**config.mk**
```make
export PLATFORM = sky130hd
export DESIGN_NAME = game_sequencer_flat
export DESIGN_NICKNAME = d
export VERILOG_FILES = /design/src/rtl/game_pkg.sv /design/src/rtl/game_sequencer_if.sv /design/src/rtl/btn_sync_edge.sv /design/src/rtl/game_sequencer.sv /design/src/flat_wrapper.sv
export SDC_FILE = /design/constraint.sdc
export NUM_CORES = 1
export LEC_CHECK = 0
export CAP_MARGIN = 10
export CORE_UTILIZATION = 45
export CTS_CLUSTER_SIZE = 40
export DETAILED_ROUTE_END_ITERATION = 6
export PLACE_DENSITY_LB_ADDON = 0.25
export SLEW_MARGIN = 20
export SYNTH_ARGS = -nofsm -noshare
export SYNTH_HDL_FRONTEND = slang
export SYNTH_HIERARCHICAL = 1
export SYNTH_SLANG_ARGS = --single-unit
```
**constraint.sdc**
```tcl
create_clock -name CLK -period 5.6 [get_ports CLK]
set_clock_uncertainty 0.2 [all_clocks]
set_input_delay 0.84 -clock CLK [delete_from_list [all_inputs] [get_ports CLK]]
set_output_delay 0.84 -clock CLK [all_outputs]
set_load 0.005 [all_outputs]
```
**src/rtl/game_pkg.sv**
```systemverilog
// -----------------------------------------------------------------------------
// game_pkg
// Shared definitions for the game sequencer: FSM state encoding, the level
// ceiling and the shift-period helper used when speed-up is enabled.
// -----------------------------------------------------------------------------
package game_pkg;

  typedef enum logic [1:0] {
    ST_IDLE  = 2'd0,
    ST_RUN   = 2'd1,
    ST_PAUSE = 2'd2,
    ST_OVER  = 2'd3
  } game_state_e;

  localparam logic [3:0] MAX_LEVEL = 4'd15;

  // Shift period for a level: base - lvl*step, floored at min_p. The product
  // is formed in 36 bits so a large step can never wrap into a long period.
  function automatic logic [31:0] calc_period(input logic [31:0] base,
                                              input logic [31:0] min_p,
                                              input logic [31:0] step,
                                              input logic [3:0]  lvl);
    logic [35:0] dec;
    logic [31:0] res;
    dec = {32'd0, lvl} * {4'd0, step};
    if (base <= min_p) begin
      res = min_p;
    end else if (dec >= {4'd0, (base - min_p)}) begin
      res = min_p;
    end else begin
      res = base - dec[31:0];
    end
    return res;
  endfunction

endpackage

```
**src/rtl/game_sequencer_if.sv**
```systemverilog
// -----------------------------------------------------------------------------
// game_sequencer_if
// Link between the sequencer and the obstacle/score datapath.
//   master (sequencer): drives shift_enable, start_game, jump_trigger,
//                       force_game_over; reads game_over, score.
//   slave  (datapath) : the mirror image.
// -----------------------------------------------------------------------------
interface game_sequencer_if;
  logic        shift_enable;
  logic        start_game;
  logic        jump_trigger;
  logic        force_game_over;
  logic        game_over;
  logic [31:0] score;

  modport master (
    output shift_enable, start_game, jump_trigger, force_game_over,
    input  game_over, score
  );

  modport slave (
    input  shift_enable, start_game, jump_trigger, force_game_over,
    output game_over, score
  );
endinterface

```
**src/rtl/btn_sync_edge.sv**
```systemverilog
// -----------------------------------------------------------------------------
// btn_sync_edge
// Brings an asynchronous push button into the clock domain and emits a
// one-cycle registered pulse on its rising edge. A level first sampled high
// at edge E0 produces rise_o high in the cycle after E2.
//   clk_i  : system clock
//   rst_i  : asynchronous active-high reset
//   btn_i  : raw button level
//   rise_o : one-cycle rising-edge pulse
// -----------------------------------------------------------------------------
module btn_sync_edge (
  input  logic clk_i,
  input  logic rst_i,
  input  logic btn_i,
  output logic rise_o
);

  logic meta_q;
  logic sync_q;
  logic prev_q;
  logic rise_q;

  // Synchroniser chain, one-cycle-delayed copy and registered edge detect
  always_ff @(posedge clk_i or posedge rst_i) begin
    if (rst_i) begin
      meta_q <= 1'b0;
      sync_q <= 1'b0;
      prev_q <= 1'b0;
      rise_q <= 1'b0;
    end else begin
      meta_q <= btn_i;
      sync_q <= meta_q;
      prev_q <= sync_q;
      rise_q <= sync_q & ~prev_q;
    end
  end

  assign rise_o = rise_q;

endmodule

```
**src/rtl/game_sequencer.sv**
```systemverilog
// -----------------------------------------------------------------------------
// game_sequencer
// Top-level game controller: conditions the start/jump buttons, runs the
// IDLE/RUN/PAUSE/OVER FSM, generates the shift tick and (optionally) raises
// the speed level as the score grows.
// Optional feature macro: GAME_SPEEDUP_EN (level/period scaling). Without it
// the period is fixed at BASE_PERIOD and level reads 0.
// Ports:
//   CLK, RST   : clock, asynchronous active-high reset
//   btn_start  : raw start/pause button
//   btn_jump   : raw jump button
//   dp         : datapath link (pulses out, game_over/score in)
//   state      : IDLE=0, RUN=1, PAUSE=2, OVER=3
//   level      : current speed level 0..15
// -----------------------------------------------------------------------------
module game_sequencer
  import game_pkg::*;
#(
  parameter int unsigned BASE_PERIOD = 32'd25000000,
  parameter int unsigned MIN_PERIOD  = 32'd5000000,
  parameter int unsigned PERIOD_STEP = 32'd2500000,
  parameter int unsigned LEVEL_SCORE = 32'd100,
  parameter int unsigned OVER_HOLD   = 32'd50000000,
  parameter int unsigned PAUSE_LIMIT = 32'd500000000
) (
  input  logic             CLK,
  input  logic             RST,
  input  logic             btn_start,
  input  logic             btn_jump,
  game_sequencer_if.master dp,
  output logic [1:0]       state,
  output logic [3:0]       level
);

  logic start_rise_s;
  logic jump_rise_s;

  btn_sync_edge u_start_sync (
    .clk_i (CLK),
    .rst_i (RST),
    .btn_i (btn_start),
    .rise_o(start_rise_s)
  );

  btn_sync_edge u_jump_sync (
    .clk_i (CLK),
    .rst_i (RST),
    .btn_i (btn_jump),
    .rise_o(jump_rise_s)
  );

  game_state_e state_q;
  logic [31:0] div_q;
  logic [31:0] period_q;
  logic [31:0] hold_q;
  logic [31:0] pause_q;
  logic        shift_q;
  logic        start_q;
  logic        jump_q;
  logic        force_q;
  logic [31:0] next_period_s;
  logic        restart_s;

`ifdef GAME_SPEEDUP_EN
  logic [3:0]  level_q;
  logic [31:0] thr_q;

  // The period only changes at a divider wrap, using the level held then.
  assign next_period_s = calc_period(BASE_PERIOD, MIN_PERIOD, PERIOD_STEP, level_q);
  assign level         = level_q;
`else
  assign next_period_s = BASE_PERIOD;
  assign level         = 4'd0;

  // Score and scaling parameters have no consumer in this build.
  wire [31:0] unused_cfg = dp.score ^ MIN_PERIOD ^ PERIOD_STEP ^ LEVEL_SCORE
                           ^ {28'd0, MAX_LEVEL};
`endif

  // A start press begins a game from IDLE, or from OVER once the hold expired.
  assign restart_s = start_rise_s &&
                     ((state_q == ST_IDLE) ||
                      ((state_q == ST_OVER) && (hold_q == OVER_HOLD - 32'd1)));

  // Game FSM with divider, hold/pause counters and registered pulse outputs
  always_ff @(posedge CLK or posedge RST) begin
    if (RST) begin
      state_q  <= ST_IDLE;
      div_q    <= 32'd0;
      period_q <= BASE_PERIOD;
      hold_q   <= 32'd0;
      pause_q  <= 32'd0;
      shift_q  <= 1'b0;
      start_q  <= 1'b0;
      jump_q   <= 1'b0;
      force_q  <= 1'b0;
`ifdef GAME_SPEEDUP_EN
      level_q  <= 4'd0;
      thr_q    <= LEVEL_SCORE;
`endif
    end else begin
      shift_q <= 1'b0;
      start_q <= 1'b0;
      jump_q  <= 1'b0;
      force_q <= 1'b0;
      if (restart_s) begin
        start_q  <= 1'b1;
        state_q  <= ST_RUN;
        div_q    <= 32'd0;
        period_q <= BASE_PERIOD;
`ifdef GAME_SPEEDUP_EN
        level_q  <= 4'd0;
        thr_q    <= LEVEL_SCORE;
`endif
      end else begin
        case (state_q)
          ST_IDLE: begin
            state_q <= ST_IDLE;
          end
          ST_RUN: begin
            if (jump_rise_s) begin
              jump_q <= 1'b1;
            end
`ifdef GAME_SPEEDUP_EN
            if ((dp.score >= thr_q) && (level_q < MAX_LEVEL)) begin
              level_q <= level_q + 4'd1;
              thr_q   <= thr_q + LEVEL_SCORE;
            end
`endif
            // game_over beats a pause request, which beats the divider wrap
            if (dp.game_over) begin
              state_q <= ST_OVER;
              hold_q  <= 32'd0;
            end else if (start_rise_s) begin
              state_q <= ST_PAUSE;
              pause_q <= 32'd0;
            end else if (div_q == period_q - 32'd1) begin
              shift_q  <= 1'b1;
              div_q    <= 32'd0;
              period_q <= next_period_s;
            end else begin
              div_q <= div_q + 32'd1;
            end
          end
          ST_PAUSE: begin
            // Divider is left untouched so a resume continues where it stopped.
            // Checking game_over first keeps force_game_over off while it is set.
            if (dp.game_over) begin
              state_q <= ST_OVER;
              hold_q  <= 32'd0;
            end else if (start_rise_s) begin
              state_q <= ST_RUN;
            end else if (pause_q == PAUSE_LIMIT - 32'd1) begin
              force_q <= 1'b1;
              state_q <= ST_OVER;
              hold_q  <= 32'd0;
            end else begin
              pause_q <= pause_q + 32'd1;
            end
          end
          ST_OVER: begin
            if (hold_q != OVER_HOLD - 32'd1) begin
              hold_q <= hold_q + 32'd1;
            end
          end
          default: begin
            state_q <= ST_IDLE;
          end
        endcase
      end
    end
  end

  assign state              = state_q;
  assign dp.shift_enable    = shift_q;
  assign dp.start_game      = start_q;
  assign dp.jump_trigger    = jump_q;
  assign dp.force_game_over = force_q;

endmodule

```
**src/flat_wrapper.sv**
```systemverilog
// flat-port wrapper written by rule: the top's interface ports become plain ports
module game_sequencer_flat import game_pkg::*;
#(
  parameter int unsigned BASE_PERIOD = 32'd25000000,
  parameter int unsigned MIN_PERIOD  = 32'd5000000,
  parameter int unsigned PERIOD_STEP = 32'd2500000,
  parameter int unsigned LEVEL_SCORE = 32'd100,
  parameter int unsigned OVER_HOLD   = 32'd50000000,
  parameter int unsigned PAUSE_LIMIT = 32'd500000000
)
  (CLK, RST, btn_start, btn_jump, state, level, dp_shift_enable, dp_start_game, dp_jump_trigger, dp_force_game_over, dp_game_over, dp_score);
  game_sequencer_if dp_i ();
  input  logic CLK;
  input  logic RST;
  input  logic btn_start;
  input  logic btn_jump;
  output logic [1:0] state;
  output logic [3:0] level;
  output wire logic [$bits(dp_i.shift_enable)-1:0] dp_shift_enable;
  output wire logic [$bits(dp_i.start_game)-1:0] dp_start_game;
  output wire logic [$bits(dp_i.jump_trigger)-1:0] dp_jump_trigger;
  output wire logic [$bits(dp_i.force_game_over)-1:0] dp_force_game_over;
  input wire logic [$bits(dp_i.game_over)-1:0] dp_game_over;
  input wire logic [$bits(dp_i.score)-1:0] dp_score;
  assign dp_shift_enable = dp_i.shift_enable;
  assign dp_start_game = dp_i.start_game;
  assign dp_jump_trigger = dp_i.jump_trigger;
  assign dp_force_game_over = dp_i.force_game_over;
  assign dp_i.game_over = dp_game_over;
  assign dp_i.score = dp_score;
  game_sequencer #(.BASE_PERIOD(BASE_PERIOD), .MIN_PERIOD(MIN_PERIOD), .PERIOD_STEP(PERIOD_STEP), .LEVEL_SCORE(LEVEL_SCORE), .OVER_HOLD(OVER_HOLD), .PAUSE_LIMIT(PAUSE_LIMIT)) u_core (.CLK(CLK), .RST(RST), .btn_start(btn_start), .btn_jump(btn_jump), .dp(dp_i), .state(state), .level(level));
endmodule
```
==> impl.org, run 1 <==
** Drt
- Post-route DRC :: 0
- In the final routed layout, each cell accounts on average for 16.5 um.
- The count of nets left with antenna violations once routing finished came out at 0.
- Total wirelength of the detailed-routed design :: 14300 um
- The detailed router placed 5379 vias in this run.
- The pre-antenna-repair detailed-routing pass consisted of 4 iterations.
- Number of DRC violations after detailed-routing iteration 0 :: 419
- After detailed routing, the number of vias per cell comes to 6.23.

** Cells and area
- Fill cells in the final layout number 1261.
- Area growth from synthesis to layout :: 7.84%
- Summing all flip-flop and latch instances after layout gives 2750 sq um.
- Excluding fillers, the count of instances in the completed layout stands at 864.
- At the end of the flow the core is filled with cells to 0.503.
- Of the cells placed in the final design, the portion with a size suffix greater than 1 is 0.0538.
- The number of antenna diodes in the final layout is 0.
- # nets final :: 727
- Area of the multi-input gates :: 3240 sq um

** Placement
- Number of placed cells counting well taps :: 848
- Buffers placed on the I/O ports in this run total 10.
- Worst slack at placement :: 1.92 ns
- Post-DP HPWL :: 9560 um
- At the end of routability-driven placement, the weighted congestion stood at 0.812.

** Synthesis
- Leading register cell type out of synthesis :: dfrtp_1
- Leading cell types by count after synthesis :: dfrtp_1, o21ai_0, nand2_1
- EDFF count, synth :: 0
- Synthesized instance count :: 694
- Synth unique cells :: 58
- Of all cell types, the one taking the most synthesized area is dfrtp_1.
- Share of the yosys chip area belonging to registers :: 0.442
- By area the synthesized netlist is led by dfrtp_1, o21ai_0, o31ai_1, nand2_1, nand3_1.
- The average instance in the mapped netlist occupies 8.97 sq um.
- dfrtp_1 is the most common cell in the netlist.
- Flops & latches, synth :: 110
- The share of synthesized area in the top cell type comes to 0.442.
- In the synthesized netlist the async set-or-reset flop fraction comes to 1.00.
- The synthesized netlist occupies a cell area of 6230 sq um.
- Count of yosys warnings during synthesis :: 6

** STA
- Fin Setup TNS :: 0 ns
- Worst relative slew slack :: 0.314
- The tightest hold path in the finished design has a slack of 0.153 ns.
- Count of endpoints failing setup in the final report :: 0
- Final critical delay including setup and external delays :: 3.36 ns
- Setup slack closes at 2.24 ns.
- RSZ-0062 raised after global routing :: no
- Worst Tran Pin Value :: 1.03 ns
- The final hold violation count was 0.
- Max Freq :: 297 MHz
- The number of max-slew violations in the final report came to 0.
- Part of the cycle the worst path needs :: 0.601

** Clocking
- CTS sink cnt :: 110
- Clock latency at the later pin of the worst-skew pair :: 0.36 ns
- Post-CTS repair timing setup buffer count :: 0
- The clock passes through at most 2 buffers.
- TritonCTS built the clock tree.
- CTS placed an instance of clkbuf_16 at the clock tree root.
- Number of levels in the clock H-tree :: 3
- Number of hold buffers added after CTS :: 0
- Reg clk slew, reported paths :: 0.07 ns
- Number of buffers inserted during clock tree synthesis :: 9
- After clock tree synthesis, the repair step resized 0 gates.

** Power and ir drop
- For this design the static power due to leakage is 2.64 nW.
- Power density over the cells :: 291 nW/um^2
- Maximum VDD drop :: 155 uV

** Global route
- The via count of the first global-routing pass is 4980.
- For this run, global-route usage on met1 was measured as 0.284.
- Maximum number of pins on one net before global-route repair :: 70
- For met3 alone, demand over resource in global routing was 0.0532.
- The initial antenna violation count came to 0.
- Most heavily used metal layer in global routing :: met2
- For met2 alone, demand over resource in global routing was 0.337.
- Total overflow reported by the global router :: 0
- In the global route stage, overall resource usage came out at 0.211.
- The first global-routing pass estimated 24600 um of wire.

** Worst setup path
- Highest net fanout along the worst path :: 30
- Startpoint type of the worst setup path :: flip-flop
- Worst endpoint required time :: 5.68 ns
- CP Class :: reg2reg
- STA classifies the critical path endpoint as a flip-flop.
- Crit path DAT :: 3.45 ns

** Floorplanning
- Initial core utilization :: 0.467
- In this run the horizontal extent of the chip is 120 um.
- In this run the count of I/O pins placed on the die edge is 47.
- Core Box Area :: 13300 sq um
- Height of the die :: 120 um
- Number of core rows :: 42
- The floorplan step defined a die boundary enclosing 14300 sq um.

** Run status
- The flow ran to the end, and the final reports show no timing, DRC or antenna violations.

** Hold path
- Path category of the worst min-delay check :: reg2reg

** Flow run
- Count of maximum capacitance violations :: 0
logic make-up (layout without fill, tap and decap cells):
| family | Yosys count | in the layout | share of synthesized area |
|---|---|---|---|
| AND/OR/NAND/NOR | 297 | 297 | 0.273 |
| AO/OA/AOI/OAI | 206 | 206 | 0.211 |
| flip-flops | 110 | 110 | 0.442 |
| buffers and inverters | 60 | 51 | 0.0404 |
| XOR/XNOR | 9 | 9 | 0.0127 |
| adder cells (fa/ha/maj) | 7 | 7 | 0.0141 |
| multiplexers | 4 | 4 | 0.00663 |
| other | 1 | 4 | 0.000602 |
path summary, 6_finish.rpt:
path                                       startpoint                          to  slack, ns  depth (start not counted)
max                                   u_core/state[0]           u_core/hold_q[31]       2.24                          8
min                        u_core/u_start_sync/meta_q  u_core/u_start_sync/sync_q       0.15                          0
max reg2reg                           u_core/state[0]           u_core/hold_q[31]       2.24                          8
min reg2reg                u_core/u_start_sync/meta_q  u_core/u_start_sync/sync_q       0.15                          0
max in group asynchronous                         RST             u_core/div_q[3]       3.34                          3
min in group asynchronous                         RST  u_core/u_start_sync/rise_o       0.56                          2
critical path, stage by stage, from the launching register on:
cell	delay, ns
dfrtp_1	0.42
inv_1	0.09
ha_1	0.33
inv_1	0.45
a21oi_1	0.13
o41a_1	0.16
or3_2	0.76
or4_1	0.62
o21ai_1	0.13
flip-flops by register name, summed over array words and instances (netlist names):
signal / count
u_core/div_q: 32
u_core/dp.force_game_over: 1
u_core/dp.jump_trigger: 1
u_core/dp.shift_enable: 1
u_core/dp.start_game: 1
u_core/hold_q: 32
u_core/pause_q: 32
u_core/state: 2
u_core/u_jump_sync/meta_q: 1
u_core/u_jump_sync/prev_q: 1
u_core/u_jump_sync/rise_o: 1
u_core/u_jump_sync/sync_q: 1
u_core/u_start_sync/meta_q: 1
u_core/u_start_sync/prev_q: 1
u_core/u_start_sync/rise_o: 1
u_core/u_start_sync/sync_q: 1
cell usage in the layout (no fill, tap or decap), types with 3 or more instances in the layout:
master,Yosys,routed
a21oi_1,36,36
a31oi_1,9,9
and2_1,15,15
and3_1,18,18
and4_1,12,12
buf_4,4,5
clkbuf_16,0,9
clkdlybuf4s50_1,0,10
clkinv_2,0,3
conb_1,1,4
dfrtp_1,110,110
ha_1,7,7
inv_1,19,18
mux2i_1,3,3
nand2_1,60,60
nand2b_1,5,5
nand3_1,37,37
nand4_1,23,23
nor2_1,36,36
nor2b_1,3,3
nor3_1,7,7
nor4_1,10,10
nor4b_1,7,7
nor4bb_1,5,5
o2111ai_1,4,4
o211ai_1,11,11
o21a_1,11,11
o21ai_0,67,67
o21ai_1,4,4
o31a_1,3,3
o31ai_1,37,37
o41ai_1,12,12
or2_2,4,4
or3_1,25,24
or4_1,19,19
xor2_1,8,8
per-stage QoR:
stage,instance area [sq um],power (mW)
2_1_floorplan,6240,1.21
3_3_place_gp,6420,1.31
3_5_place_dp,6420,1.32
4_1_cts,6710,1.97
5_1_grt,6720,2.07
6_report,6720,1.95
layout make-up:
| class | count | share of cell area |
|---|---|---|
| Clock inverter | 6 | 0.00913 |
| Timing Repair Buffer | 15 | 0.0205 |
| Sequential cell | 110 | 0.410 |
| Inverter | 20 | 0.0116 |
| Multi-Input combinational cell | 527 | 0.482 |
| Tap cell | 176 | 0.0328 |
| Clock buffer | 10 | 0.0341 |
metal layers:
layer | up-vias | wire length [um]
li1 | 2596 | -
met1 | 2677 | 6820
met2 | 95 | 6740
met3 | 11 | 535
met4 | 0 | 174
met5 | - | 0
where the power goes:
part | total [mW] | internal [mW] | switching [mW]
combinational | 0.432 | 0.141 | 0.291
clock | 0.642 | 0.346 | 0.295
sequential | 0.877 | 0.832 | 0.0452
(Power assumes the default switching activity.)
==> run 2, diff against run 1 <==
clock period = 2.9 ns   (was 5.6 ns; I/O delays follow)
==> run 2 against run 1 <==
The run now ends with setup timing left. Combinational power up 140%. Critical endpoint is now u_core/div_q[29]. Cell area increased by 7.3%. Largest cell class unchanged. Sequential power grew 92%.
==> impl.org, run 2 (synthesis gave the netlist of run 1 again) <==
** Global route
- The met3 track demand over resource in global routing came to 0.0499 (-0.00333).
- The pin count of the biggest net entering global routing is 103 (+47%).
- Via count of the first global-routing pass :: 5250 (+5.4%)
- The wire length of the first global-routing pass came to 25300 um (+2.7%).
- Antenna violations before repair :: 0 (unchanged)
- Most heavily used metal layer in global routing :: met2
- GRT Util Overall :: 0.219 (+0.00752)
- The met2 layer usage reported by global route came to 0.350 (+0.0130).
- Total overflow reported by the global router :: 0 (unchanged)
- Met1 Track Usage GR :: 0.297 (+0.0123)

** Floorplanning
- Boundary pin count :: 47 (unchanged)
- The floorplan die width came to 120 um (unchanged).
- Core Box Area :: 13300 sq um (unchanged)
- The initial core utilization was 0.467 (unchanged).
- The area enclosed by the die boundary is 14300 sq um (unchanged).
- Height of the die :: 120 um (unchanged)
- The row count is 42 (unchanged).

** Cells and area
- The number of fill cells in the layout came to 1218 (-3.4%).
- Area of all sequential standard cells :: 2750 sq um (unchanged)
- Core utilization of the finished layout :: 0.540 (+0.0367)
- The share of final-layout standard cells stronger than drive strength 1 is 0.144 (+0.0906).
- Most frequent standard cell in the layout excluding fill and tap cells :: dfrtp_1
- The number of nets in the layout came to 773 (+6.3%).
- The combined area of the multi-input logic cells was 3350 sq um (+3.4%).
- Area growth from synthesis to layout :: 15.7%
- Antenna diode instance count :: 0 (unchanged)
- Largest registers :: u_core/div_q: 32 flops, u_core/hold_q: 32 flops, u_core/pause_q: 32 flops
- In the layout the commonest cells are dfrtp_1, o21ai_0, nand2_1, buf_4.

** Clocking
- TritonCTS built the clock tree.
- Number of buffers inserted during clock tree synthesis :: 9 (unchanged)
- The latest clock arrival within the worst-skew pair is 0.36 ns (about the same).
- The maximum level of the CTS H-tree is 3 (unchanged).
- The maximum buffer depth of the clock tree was 2 (unchanged).
- The number of clock sinks came to 110 (unchanged).
- Clock tree synthesis selected as its root buffer the cell clkbuf_16.
- The clock slew seen by the registers of the worst setup and hold paths came to 0.08 ns (about the same).

** STA
- Count of endpoints failing setup in the final report :: 2 (+2)
- Fin Setup TNS :: -0.0158 ns (-0.0158 ns)
- Worst Tran Pin Value :: 0.566 ns (-0.464 ns)
- The worst slew slack as a fraction of its limit was 0.623 (+0.309).
- Max Freq :: 344 MHz (+16%)
- Setup repair after global routing could not meet its margin everywhere.
- The number of max-slew violations in the final report is 0 (unchanged).
- The final hold violation count is 0 (unchanged).
- The worst setup margin is -0.00886 ns (-2.24 ns).
- The share of the cycle needed by the critical path after routing was 1.00 (+0.402).
- The final hold slack is 0.157 ns (+0.00450 ns).
- The final critical delay including setup and external delays is 2.91 ns (-0.456 ns).

** Run status
- The run finished, with violations left.
- The checks that failed: setup timing.

** Placement
- The half-perimeter wire length after detailed placement was 10200 um (+6.6%).
- The routability congestion estimate is 0.840 (+3.5%).
- The number of port buffers came to 10 (unchanged).

** Worst setup path
- The maximum fanout encountered on the critical timing path was 6 (-80%).
- Crit path DAT :: 3.00 ns (-0.45 ns)
- The endpoint required time on the critical path came to 2.99 ns (-2.69 ns).
- The worst setup path is of the reg2reg kind.
- Category of the worst setup path capture point :: flip-flop
- Startpoint type of the worst setup path :: flip-flop

** Drt
- The number of detailed-routing iterations run before antenna repair was 5 (+1).
- The average routed wire per standard cell was 16.5 um (-0.38%).
- The final wirelength is 15000 um (+4.9%).
- Vias after detailed routing :: 5585 (+3.8%)
- The average vias per placed instance came to 6.14 (-1.4%).
- The number of violations reported at the end of detailed-routing iteration 0 was 391 (-6.7%).
- The number of antenna-violating nets in the routed design is 0 (unchanged).
- Post-route DRC :: 0 (unchanged)

** Power and ir drop
- Power density over the cells :: 544 nW/um^2 (+87%)
- Maximum VDD drop :: 389 uV (+150%)
- The leakage power figure is 2.90 nW (+9.8%).

** Flow run
- The count of maximum capacitance violations was 0 (unchanged).

** Hold path
- Path category of the worst min-delay check :: in2async
-- run 2: where the power goes --
part | internal [mW] | switching [mW]
clock | 0.594 | 0.603
combinational | 0.409 | 0.628
sequential | 1.61 | 0.0777
-- run 2: layer usage --
metal	routed length (um)	vias to the layer above
li1	-	2701
met1	7120	2764
met2	7110	103
met3	539	17
met4	206	0
met5	0	-
-- run 2: cell type report --
class,count,share of cell area
clock buffer,9,0.0313
clock inverter,7,0.00781
inverter,20,0.0109
multi-input combinational,527,0.464
sequential,110,0.382
tap,176,0.0306
timing repair buffer,61,0.0729
-- run 2: repair_timing --
action,in CTS,in global routing
cloned,0,1
endpoints found under the setup margin,14,22
pin swaps,1,25
gates resized for setup,2,31
hold buffers,0,0
setup buffers,0,5
-- run 2: final timing paths --
kind,depth (start not counted),slack (ns),start,endpoint
setup / recovery,8,-0.009,u_core/state[0],u_core/div_q[29]
hold / removal,2,0.16,RST,u_core/u_start_sync/prev_q
setup reg to reg,8,-0.009,u_core/state[0],u_core/div_q[29]
hold reg to reg,0,0.16,u_core/u_jump_sync/meta_q,u_core/u_jump_sync/sync_q
max in group asynchronous,3,1.64,RST,u_core/pause_q[9]
min in group CLK,0,0.16,u_core/u_jump_sync/meta_q,u_core/u_jump_sync/sync_q
-- run 2: per-stage QoR --
stage	worst slack (ns)	instance area [sq um]	cells	power (mW)
floorplan	0.0929	6240	697	2.34
global placement	-0.0382	6770	889	2.69
detailed placement	-0.118	6770	889	2.72
CTS	0.00637	7060	905	3.92
global route	-0.114	7210	910	4.15
finish	-0.00886	7210	910	3.92
-- run 2: critical path: stages, from the launching register on --
cell and delay, ns:
dfrtp_1 0.36, ha_2 0.18, or4b_1 0.43, or3_4 0.42, nor3_4 0.28, o2111ai_2 0.18, buf_6 0.18, or4_4 0.48
a21oi_2 0.12
